[config.mk]
export PLATFORM = sky130hd
export DESIGN_NAME = uart_rx_fifo_flat
export DESIGN_NICKNAME = d
export VERILOG_FILES = /design/src/rtl/uart_rx_fifo_pkg.sv /design/src/rtl/uart_rx_fifo_if.sv /design/src/rtl/uart_rx_timeout.sv /design/src/rtl/uart_rx_fifo.sv /design/src/flat_wrapper.sv
export SDC_FILE = /design/constraint.sdc
export NUM_CORES = 1
export LEC_CHECK = 0
export CORE_UTILIZATION = 35
export CTS_BUF_LIST = sky130_fd_sc_hd__clkbuf_8
export DETAILED_ROUTE_END_ITERATION = 12
export PLACE_DENSITY = 0.63
export SYNTH_ARGS = -nofsm -noshare
export SYNTH_HDL_FRONTEND = slang
export SYNTH_SLANG_ARGS = --single-unit
[constraint.sdc]
create_clock -name clock -period 5.1 [get_ports clock]
set_clock_uncertainty 0.15 [all_clocks]
set_input_delay 0.765 -clock clock [delete_from_list [all_inputs] [get_ports clock]]
set_output_delay 0.765 -clock clock [all_outputs]
set_load 0.05 [all_outputs]
[src/rtl/uart_rx_fifo_pkg.sv]
// Shared definitions for the UART receive FIFO: entry layout, trigger levels
// and character-timeout scaling.
package uart_rx_fifo_pkg;

    localparam int unsigned ENTRY_WIDTH = 11;

    // Bit positions of the per-character flags inside a stored entry
    localparam int unsigned BIT_FRAME_ERROR  = 8;
    localparam int unsigned BIT_PARITY_ERROR = 9;
    localparam int unsigned BIT_BREAK        = 10;

    // Ticks of the 16x baud clock per frame bit, times four character times
    localparam int unsigned TIMEOUT_MULT  = 64;
    localparam int unsigned TIMEOUT_WIDTH = 10;

    typedef enum logic [1:0] {
        TRIG_1  = 2'd0,
        TRIG_4  = 2'd1,
        TRIG_8  = 2'd2,
        TRIG_14 = 2'd3
    } trigger_level_e;

    // Packed so that data sits in [7:0] and the flags in [10:8]
    typedef struct packed {
        logic       brk;
        logic       parity_error;
        logic       frame_error;
        logic [7:0] data;
    } rx_entry_t;

    function automatic int unsigned trigger_threshold(trigger_level_e lvl);
        int unsigned thr;
        unique case (lvl)
            TRIG_1:  thr = 1;
            TRIG_4:  thr = 4;
            TRIG_8:  thr = 8;
            TRIG_14: thr = 14;
            default: thr = 1;
        endcase
        return thr;
    endfunction

endpackage

[src/rtl/uart_rx_fifo_if.sv]
// Receiver-side write port, bus-side FWFT read port and interrupt outputs of
// the receive FIFO. The master drives the FIFO inputs, the slave is the FIFO.
interface uart_rx_fifo_if #(
    parameter int unsigned DEPTH_LOG2 = 4
);
    logic                fifo_clear;
    logic                baud_rate_x16_tick;
    logic [3:0]          frame_bits;
    logic [1:0]          trigger_level;
    logic [7:0]          rx_data;
    logic                rx_we;
    logic                rx_frame_error;
    logic                rx_parity_error;
    logic                rx_break;
    logic                fifo_full;
    logic                read_req;
    logic [7:0]          read_data;
    logic                read_frame_error;
    logic                read_parity_error;
    logic                read_break;
    logic                fifo_empty;
    logic [DEPTH_LOG2:0] fifo_count;
    logic                data_available_irq;
    logic                timeout_irq;
    logic                error_in_fifo;

    modport master (
        output fifo_clear, baud_rate_x16_tick, frame_bits, trigger_level,
        output rx_data, rx_we, rx_frame_error, rx_parity_error, rx_break, read_req,
        input  fifo_full, read_data, read_frame_error, read_parity_error, read_break,
        input  fifo_empty, fifo_count, data_available_irq, timeout_irq, error_in_fifo
    );

    modport slave (
        input  fifo_clear, baud_rate_x16_tick, frame_bits, trigger_level,
        input  rx_data, rx_we, rx_frame_error, rx_parity_error, rx_break, read_req,
        output fifo_full, read_data, read_frame_error, read_parity_error, read_break,
        output fifo_empty, fifo_count, data_available_irq, timeout_irq, error_in_fifo
    );

endinterface

[src/rtl/uart_rx_timeout.sv]
// Character-timeout detector: counts 16x baud ticks while the FIFO sits idle
// and non-empty, saturating at four character times.
module uart_rx_timeout
    import uart_rx_fifo_pkg::*;
(
    input  logic       clock,
    input  logic       reset,
    input  logic       clear,
    input  logic       tick,
    input  logic [3:0] frame_bits,
    input  logic       empty_next,
    output logic       timeout_irq
);

    logic [TIMEOUT_WIDTH-1:0] limit;
    logic [TIMEOUT_WIDTH-1:0] count_q, count_d;
    logic                     irq_q;

    assign limit = TIMEOUT_WIDTH'(frame_bits) * TIMEOUT_WIDTH'(TIMEOUT_MULT);

    // Next counter value; a lowered frame_bits pulls the count back to the new limit
    always_comb begin
        count_d = count_q;
        if (clear) begin
            count_d = '0;
        end else if (count_q > limit) begin
            count_d = limit;
        end else if (tick && (count_q < limit)) begin
            count_d = count_q + TIMEOUT_WIDTH'(1);
        end
    end

    // Counter and IRQ registers; IRQ follows the next count so it drops with the clear
    always_ff @(posedge clock or posedge reset) begin
        if (reset) begin
            count_q <= '0;
            irq_q   <= 1'b0;
        end else begin
            count_q <= count_d;
            irq_q   <= (count_d == limit) && !empty_next;
        end
    end

    assign timeout_irq = irq_q;

endmodule

[src/rtl/uart_rx_fifo.sv]
// UART receive FIFO: 2^DEPTH_LOG2 entries of data plus error flags, FWFT read
// port, trigger-level, timeout and error-in-FIFO status.
module uart_rx_fifo
    import uart_rx_fifo_pkg::*;
#(
    parameter int unsigned DEPTH_LOG2 = 4
) (
    input logic           clock,
    input logic           reset,
    uart_rx_fifo_if.slave bus
);

    localparam int unsigned DEPTH = 1 << DEPTH_LOG2;
    localparam int unsigned CNT_W = DEPTH_LOG2 + 1;

    rx_entry_t             mem [DEPTH];
    logic [DEPTH_LOG2-1:0] wr_ptr_q, rd_ptr_q;
    logic [CNT_W-1:0]      count_q, count_d;
    logic [CNT_W-1:0]      err_count_q, err_count_d;
    logic                  data_avail_q;
    logic                  full, empty, empty_next;
    logic                  push, pop;
    logic                  wr_err, head_err, timer_clear;
    rx_entry_t             wr_entry, head;

    assign full       = (count_q == CNT_W'(DEPTH));
    assign empty      = (count_q == '0);
    assign empty_next = (count_d == '0);

    // A write hitting a full FIFO freezes the whole cycle, coincident pop included
    assign push = bus.rx_we && !full;
    assign pop  = bus.read_req && !empty && !(bus.rx_we && full);

    assign wr_entry = '{
        brk:          bus.rx_break,
        parity_error: bus.rx_parity_error,
        frame_error:  bus.rx_frame_error,
        data:         bus.rx_data
    };
    assign head     = mem[rd_ptr_q];
    assign wr_err   = bus.rx_frame_error | bus.rx_parity_error | bus.rx_break;
    assign head_err = head.frame_error | head.parity_error | head.brk;

    assign timer_clear = bus.fifo_clear | push | pop | empty;

    // Next entry count and count of stored entries carrying any error flag
    always_comb begin
        count_d     = count_q;
        err_count_d = err_count_q;
        if (bus.fifo_clear) begin
            count_d     = '0;
            err_count_d = '0;
        end else begin
            unique case ({push, pop})
                2'b10:   count_d = count_q + CNT_W'(1);
                2'b01:   count_d = count_q - CNT_W'(1);
                default: count_d = count_q;
            endcase
            if (push && wr_err && !(pop && head_err)) begin
                err_count_d = err_count_q + CNT_W'(1);
            end else if (pop && head_err && !(push && wr_err)) begin
                err_count_d = err_count_q - CNT_W'(1);
            end
        end
    end

    // Pointers, counters and the registered data-available interrupt
    always_ff @(posedge clock or posedge reset) begin
        if (reset) begin
            wr_ptr_q     <= '0;
            rd_ptr_q     <= '0;
            count_q      <= '0;
            err_count_q  <= '0;
            data_avail_q <= 1'b0;
        end else begin
            count_q      <= count_d;
            err_count_q  <= err_count_d;
            data_avail_q <= (count_d >=
                CNT_W'(trigger_threshold(trigger_level_e'(bus.trigger_level))));
            if (bus.fifo_clear) begin
                wr_ptr_q <= '0;
                rd_ptr_q <= '0;
            end else begin
                if (push) wr_ptr_q <= wr_ptr_q + DEPTH_LOG2'(1);
                if (pop)  rd_ptr_q <= rd_ptr_q + DEPTH_LOG2'(1);
            end
        end
    end

    // Storage array; contents are don't-care until written, so no reset
    always_ff @(posedge clock) begin
        if (push && !bus.fifo_clear) begin
            mem[wr_ptr_q] <= wr_entry;
        end
    end

    // FWFT head presentation, forced to zero while empty
    always_comb begin
        bus.read_data         = '0;
        bus.read_frame_error  = 1'b0;
        bus.read_parity_error = 1'b0;
        bus.read_break        = 1'b0;
        if (!empty) begin
            bus.read_data         = head.data;
            bus.read_frame_error  = head.frame_error;
            bus.read_parity_error = head.parity_error;
            bus.read_break        = head.brk;
        end
    end

    assign bus.fifo_full          = full;
    assign bus.fifo_empty         = empty;
    assign bus.fifo_count         = count_q;
    assign bus.data_available_irq = data_avail_q;
    assign bus.error_in_fifo      = (err_count_q != '0);

    uart_rx_timeout u_timeout (
        .clock       (clock),
        .reset       (reset),
        .clear       (timer_clear),
        .tick        (bus.baud_rate_x16_tick),
        .frame_bits  (bus.frame_bits),
        .empty_next  (empty_next),
        .timeout_irq (bus.timeout_irq)
    );

endmodule

[src/flat_wrapper.sv]
// flat-port wrapper written by rule: the top's interface ports become plain ports
module uart_rx_fifo_flat import uart_rx_fifo_pkg::*;
#(
    parameter int unsigned DEPTH_LOG2 = 4
)
  (clock, reset, bus_fifo_clear, bus_baud_rate_x16_tick, bus_frame_bits, bus_trigger_level, bus_rx_data, bus_rx_we, bus_rx_frame_error, bus_rx_parity_error, bus_rx_break, bus_read_req, bus_fifo_full, bus_read_data, bus_read_frame_error, bus_read_parity_error, bus_read_break, bus_fifo_empty, bus_fifo_count, bus_data_available_irq, bus_timeout_irq, bus_error_in_fifo);
  uart_rx_fifo_if #(.DEPTH_LOG2(DEPTH_LOG2)) bus_i ();
  input logic clock;
  input logic reset;
  input wire logic [$bits(bus_i.fifo_clear)-1:0] bus_fifo_clear;
  input wire logic [$bits(bus_i.baud_rate_x16_tick)-1:0] bus_baud_rate_x16_tick;
  input wire logic [$bits(bus_i.frame_bits)-1:0] bus_frame_bits;
  input wire logic [$bits(bus_i.trigger_level)-1:0] bus_trigger_level;
  input wire logic [$bits(bus_i.rx_data)-1:0] bus_rx_data;
  input wire logic [$bits(bus_i.rx_we)-1:0] bus_rx_we;
  input wire logic [$bits(bus_i.rx_frame_error)-1:0] bus_rx_frame_error;
  input wire logic [$bits(bus_i.rx_parity_error)-1:0] bus_rx_parity_error;
  input wire logic [$bits(bus_i.rx_break)-1:0] bus_rx_break;
  input wire logic [$bits(bus_i.read_req)-1:0] bus_read_req;
  output wire logic [$bits(bus_i.fifo_full)-1:0] bus_fifo_full;
  output wire logic [$bits(bus_i.read_data)-1:0] bus_read_data;
  output wire logic [$bits(bus_i.read_frame_error)-1:0] bus_read_frame_error;
  output wire logic [$bits(bus_i.read_parity_error)-1:0] bus_read_parity_error;
  output wire logic [$bits(bus_i.read_break)-1:0] bus_read_break;
  output wire logic [$bits(bus_i.fifo_empty)-1:0] bus_fifo_empty;
  output wire logic [$bits(bus_i.fifo_count)-1:0] bus_fifo_count;
  output wire logic [$bits(bus_i.data_available_irq)-1:0] bus_data_available_irq;
  output wire logic [$bits(bus_i.timeout_irq)-1:0] bus_timeout_irq;
  output wire logic [$bits(bus_i.error_in_fifo)-1:0] bus_error_in_fifo;
  assign bus_i.fifo_clear = bus_fifo_clear;
  assign bus_i.baud_rate_x16_tick = bus_baud_rate_x16_tick;
  assign bus_i.frame_bits = bus_frame_bits;
  assign bus_i.trigger_level = bus_trigger_level;
  assign bus_i.rx_data = bus_rx_data;
  assign bus_i.rx_we = bus_rx_we;
  assign bus_i.rx_frame_error = bus_rx_frame_error;
  assign bus_i.rx_parity_error = bus_rx_parity_error;
  assign bus_i.rx_break = bus_rx_break;
  assign bus_i.read_req = bus_read_req;
  assign bus_fifo_full = bus_i.fifo_full;
  assign bus_read_data = bus_i.read_data;
  assign bus_read_frame_error = bus_i.read_frame_error;
  assign bus_read_parity_error = bus_i.read_parity_error;
  assign bus_read_break = bus_i.read_break;
  assign bus_fifo_empty = bus_i.fifo_empty;
  assign bus_fifo_count = bus_i.fifo_count;
  assign bus_data_available_irq = bus_i.data_available_irq;
  assign bus_timeout_irq = bus_i.timeout_irq;
  assign bus_error_in_fifo = bus_i.error_in_fifo;
  uart_rx_fifo #(.DEPTH_LOG2(DEPTH_LOG2)) u_core (.clock(clock), .reset(reset), .bus(bus_i));
endmodule
* Yosys cells after proc, flatten, opt, wreduce, memory -nomap -nowiden
Memory sizes are Yosys's and may differ from the RTL's.
Cells that the tools add are included.
** Storage, ports and cells
- Flip-flop bits (word level) :: 30
- RAM bits :: 176
- Input bits :: 23
- Output and inout port bits :: 21
- Logic and storage cells :: 76
- Memories :: 1
** Cells by class
- $add $sub $neg :: 7
- $lt $le $gt $ge :: 3
- Eq/ne operators :: 7
- Multiplexer cells :: 19
- Bitwise gates (word level) :: 7
- Reduce and logical (&&, ||, !) cells :: 25
** Memories
- u_core.mem :: depth 16, width 11, read ports 1, clocked after memory_dff 0, wr ports 1, line uart_rx_fifo.sv:16 : rx_entry_t mem [DEPTH];
** Operator list (count)
- $mux W10 :: 3
- $mux W5 :: 4
- $pmux W5 S4 :: 1
- $mux W4 :: 4
- $logic_and A1 B1 Y1 :: 11
- $add A10 B1 Y10 const B :: 1
- $add A5 B1 Y5 const B :: 2
- $eq A10 B10 Y1 :: 1
- $gt A10 B10 Y1 :: 1
- $logic_not A5 Y1 :: 2
- $lt A10 B10 Y1 :: 1
- $pmux W5 S2 :: 1
- $sub A5 B1 Y5 const B :: 2
- $add A4 B1 Y4 const B :: 2
- $mux W8 :: 1
- $logic_not A1 Y1 :: 7
- $or A1 B1 Y1 :: 7
- $eq A2 B2 Y1 const B :: 3
- $eq A5 B5 Y1 const B :: 1
- $ge A5 B5 Y1 :: 1
- $mux W1 :: 5
- $reduce_bool A5 Y1 :: 1
- $eq A2 B1 Y1 const B :: 2
- $reduce_bool A2 Y1 :: 2
- other kinds (2) :: 2

* Longest topological paths before layout
- Word-level depth :: 10
- Mapped depth :: 14
- Gate-level depth less buffers :: 12

* By module
Synthesis repeated with hierarchy kept, for this count alone.
** Unflattened totals
- Cells, all modules :: 539
- Area, all modules :: 9126.3 um^2
** Modules (own cells, without submodules)
- uart_rx_fifo :: times used 1, cells an instance 438, area each 8192.9 um^2, seq. area each 5760.5 um^2
- uart_rx_timeout :: times used 1, cells an instance 101, area each 933.4 um^2, seq. area each 275.3 um^2

* Worst setup path after synthesis
Ideal clock, no wire load.
- Path kind :: flip-flop to flip-flop
- Start point :: reg u_core.count_q[1] (netlist: u_core.bus.fifo_count[1])
- End point :: reg u_core.u_timeout.irq_q (netlist: u_core.u_timeout.timeout_irq)
- Library setup time :: 126 ps
- Data arrival time :: 4058 ps
- Data required time :: 4824 ps
- Setup slack :: 766 ps
- Cell stages (with the launch flop) :: 13
- Path buffers :: 1
- Period minus slack after synthesis :: 4334 ps
- Cells stage by stage :: dfrtp_1 or4_4 nor2_8 buf_1 nor2_1 ha_1 nand3_1 nand2_1 mux2_2 a2111oi_0 o2111a_1 a2111o_1 a2111oi_2
** On the way
- Word-level cells in the longest chain between the ends :: 10
- Elaborated cells between the ends (all ways) :: 23
** Ends and longest elaborated chain
- start, declared :: line uart_rx_fifo.sv:18 : logic [CNT_W-1:0] count_q, count_d;
- start signal, assigned :: line uart_rx_fifo.sv:76 : count_q <= count_d;
- $logic_not A5 Y1 * :: line uart_rx_fifo.sv:27 : assign empty = (count_q == '0);
- named net bus_fifo_empty :: line flat_wrapper.sv:25 : output wire logic [$bits(bus_i.fifo_empty)-1:0] bus_fifo_empty;
- $logic_not A1 Y1 :: line uart_rx_fifo.sv:32 : assign pop = bus.read_req && !empty && !(bus.rx_we && full);
- $logic_and A1 B1 Y1 (2 in a row) :: line uart_rx_fifo.sv:32
- $eq A2 B1 Y1 or $eq A2 B2 Y1 (tied branches) :: line uart_rx_fifo.sv:54 : unique case ({push, pop})
- $pmux W5 S2 :: line uart_rx_fifo.sv:54
- $mux W5 :: line uart_rx_fifo.sv:50 : if (bus.fifo_clear) begin
- $logic_not A5 Y1 :: line uart_rx_fifo.sv:28 : assign empty_next = (count_d == '0);
- $logic_not A1 Y1 :: line uart_rx_timeout.sv:40 : irq_q <= (count_d == limit) && !empty_next;
- $logic_and A1 B1 Y1 * :: line uart_rx_timeout.sv:40
- end signal, assigned :: line uart_rx_timeout.sv:40
- end, declared :: line uart_rx_timeout.sv:17 : logic irq_q;
Mark *: on every way through the listed nets, which the timed path passes. The rest lies on a longest branch.
A chain may end at the register's enable or synchronous reset.

* Worst setup path after layout
- Start point :: reg u_core.rd_ptr_q[0]
- End point :: out bus_read_data[5]
** On the way
- Word-level cells in the longest chain between the ends :: 2
** Ends and longest elaborated chain
- start, declared :: line uart_rx_fifo.sv:17 : logic [DEPTH_LOG2-1:0] wr_ptr_q, rd_ptr_q;
- start signal, assigned :: line uart_rx_fifo.sv:85 : if (pop) rd_ptr_q <= rd_ptr_q + DEPTH_LOG2'(1);
- $mem_v2 Z16 W11
- $mux W8 :: line uart_rx_fifo.sv:103 : if (!empty) begin
- end, declared :: line flat_wrapper.sv:21 : output wire logic [$bits(bus_i.read_data)-1:0] bus_read_data;
No other way between the ends.

==> flow_metrics.py <==
metrics = {
    "clock_network": {
        "clock_sinks": 206,
        "h-tree-depth": 2,
        "cts_resized": 0,
        "cts-buffers-inserted": 36,
        "clk_latency_ns": 0.53,
        "cts_tree": "built",
        "hold_buffers": 0,
        "clk_pin_slew_ns": 0.06,
        "cts_buffer_depth": 3,
        "clockRootBuffer": "clkbuf_8",
        "cts_setup_buffers": 0,
    },
    "timing": {
        "fin_crit_sh_pct": 88.8,
        "worst_slack_ns": 0.570,
        "slew_headroom_pct": 41.6,
        "whs_ns": 0.396,
        "clock.fmax_mhz": 221,
        "rsz0062_at_grt": "false",
        "hold_viol_final": 0,
        "fin_crit_ns": 4.53,
        "finalSetupTns_ns": 0,
        "setup_viol": 0,
        "maxSlewViolCount": 0,
        "tightest_slew_ns": 0.876,
    },
    "grt": {
        "gr-usage-met2_pct": 25.4,
        "grt_pass1_wl_um": 30000,
        "grt_util_met3_pct": 3.68,
        "grt-busiest-layer": "met2",
        "grt_use_met1_pct": 19.1,
        "antenna_found_initial": 1,
        "grt_usage_pct": 15.1,
        "grt-ovfl-total": 0,
        "grt_max_degree": 31,
        "grt_pass1_vias": 5232,
    },
    "drt": {
        "drtAntennaViolNets": 0,
        "avgRoutedWirePerCell_um": 20.1,
        "finalWirelength_um": 19400,
        "drt_pass1_iterations": 4,
        "num_vias": 5023,
        "post-route-drc-count": 0,
        "viasPerCell": 5.21,
        "drt-initial-drc-count": 394,
    },
    "die": {
        "dieWidth_um": 164,
        "die-area_mm2": 0.0268,
        "die_y_um": 164,
        "initial_utilization_pct": 36.0,
        "io_pins": 44,
        "rows": 58,
        "coreArea_mm2": 0.0254,
    },
    "synth": {
        "syn-cell-area_mm2": 0.00915,
        "synth_top_area_share_pct": 57.8,
        "synth_area_leaders": "edfxtp_1 58%, mux4_2 13%, dfrtp_1 8.2%, ha_1 2.9%, nor2_1 1.6%",
        "syn_nets": 584,
        "synth.avg_cell_area_um2": 17.0,
        "synth_flop_cell": "edfxtp_1",
        "ys_types": 64,
        "synthCells": 538,
        "synth-seq-area-share_pct": 66.0,
        "yosys_warnings": 0,
        "synth_edf_count": 176,
        "synthArstFlopShare_pct": 14.6,
        "synth-seq-cells": 206,
        "yosys.area.top_type": "edfxtp_1",
    },
    "place": {
        "finalWeightedCongestion": 0.822,
        "post-place-ws_ns": 0.874,
        "portBuffers": 43,
        "dp_hpwl_um": 12100,
        "dp_cells": 901,
    },
    "worst_setup_path": {
        "worstSetupEndpointType": "output port",
        "cp_cell_sequence": "buf_4 > mux4_2 > mux4_2 > nor2b_1 > clkdlybuf4s50_1",
        "max_stage_delay_ns": 0.75,
        "crit_fanout": 18,
        "cp.required_ns": 4.18,
        "path_class": "reg -> out",
        "crit_path_frequent_cell": "mux4_2",
        "critPathLaunchType": "flip-flop",
        "critPathArrivalTime_ns": 3.61,
        "rrSetupSlack_ns": 1.16,
        "crit_slowest_cell": "dfrtp_2",
    },
    "flow_run": {
        "drv_cap": 0,
    },
    "pwr": {
        "p_leak_nw": 3.69,
        "pwr_density_cell_mw_per_mm2": 492,
        "vdd.ir_drop.worst_mv": 0.415,
    },
    "finish": {
        "layout-drive-gt1-share_pct": 20.7,
        "final_common_cell": "edfxtp_1",
        "nFillCells": 2277,
        "stdcell_count": 965,
        "layout-area-overhead-vs-synth_pct": 17.0,
        "final_cell_mix": "176 x edfxtp_1, 52 x mux4_2, 43 x clkdlybuf4s50_1",
        "fin_nets": 655,
    },
    "hold_path": {
        "min_path_type": "reg -> reg",
    },
    "run_status": {
        "status": "complete, no violations",
    },
}
-- flip-flops by register name, indices dropped and copies added, names as in the netlist --
register	count
u_core.u_timeout.count_q	10
u_core.err_count_q	5
u_core.u_timeout.timeout_irq	1
u_core.rd_ptr_q	4
u_core.wr_ptr_q	4
u_core.bus.fifo_count	5
u_core.mem	176
u_core.bus.data_available_irq	1
-- critical path, delay by kind of cell (launching register included) --
kind	cells	cell delay [ns]
buf+inv	2	1.15
mux	2	1.03
flops	1	0.75
simple gates	1	0.15
-- cells in the mapped netlist, drive strengths merged (5+ instances only) --
cell type	number
edfxtp	176
mux4	52
nor2	41
dfrtp	30
ha	21
and2	15
nand2	15
nor2b	15
buf	13
inv	13
nand3	13
xor2	12
clkbuf	10
xnor2	10
mux2i	9
a21oi	8
a21o	7
a31oi	6
nand4	6
nor3	6
and3	5
-- logic make-up (layout without fill, tap and decap cells) --
group,Yosys count,in the layout,share of synthesized area [%]
AO/OA/AOI/OAI,53,53,4.85
adder cells (fa/ha/maj),23,23,3.31
multiplexers,63,63,14.1
buffers and inverters,36,132,1.71
AND/OR/NAND/NOR,135,135,7.90
flip-flops,206,206,66.0
other,0,1,0
XOR/XNOR,22,22,2.19
-- routing by layer --
layer	wire, um	part of all wire, %	vias to the layer above
met1	8310	43	2589
met2	9680	50	120
met5	0	0	-
met4	384	2.0	0
li1	-	-	2275
met3	1050	5.4	39
-- layout make-up --
type | instances | area [um^2] | area share (%)
diodes | 1 | 2.50 | 0.0234
flip-flops and latches | 206 | 6040 | 56.4
clock buffers | 40 | 551 | 5.14
inverters | 13 | 48.8 | 0.456
multi-input cells | 296 | 2970 | 27.8
repair buffers | 56 | 528 | 4.93
clock inverters | 23 | 153 | 1.43
well taps | 330 | 413 | 3.86
-- stage by stage --
stage | power [W] | cell area, um^2 | util [%]
finish | 0.00527 | 10700 | 42.2
global route | 0.00552 | 10700 | 42.1
CTS | 0.00534 | 10700 | 42.1
detailed placement | 0.00385 | 10000 | 39.4
global placement | 0.00381 | 10000 | 39.4
floorplan | 0.00336 | 9150 | -
-- power breakdown --
group	switching (W)	leakage (nW)	internal (W)
Clock	0.000658	0.395	0.000824
Combinational	0.00101	1.30	0.000772
Sequential	0.000113	1.99	0.00190
Total	0.00178	3.69	0.00349
-- worst paths after layout --
check,end,cells past startpoint,from
min in group asynchronous,u_core.u_timeout.count_q[1]$_DFF_PP0_,3,reset
worst max-delay path,bus_read_data[5],5,u_core.rd_ptr_q[0]$_DFFE_PP0P_
worst min-delay path,u_core.err_count_q[4]$_DFFE_PP0P_,2,u_core.err_count_q[4]$_DFFE_PP0P_
worst max register to register,u_core.u_timeout.timeout_irq$_DFF_PP0_,11,u_core.bus.fifo_count[1]$_DFF_PP0_
worst min register to register,u_core.err_count_q[4]$_DFFE_PP0P_,2,u_core.err_count_q[4]$_DFFE_PP0P_
max in group asynchronous,u_core.rd_ptr_q[0]$_DFFE_PP0P_,3,reset
Note: power is estimated with default switching activity, not from simulation.
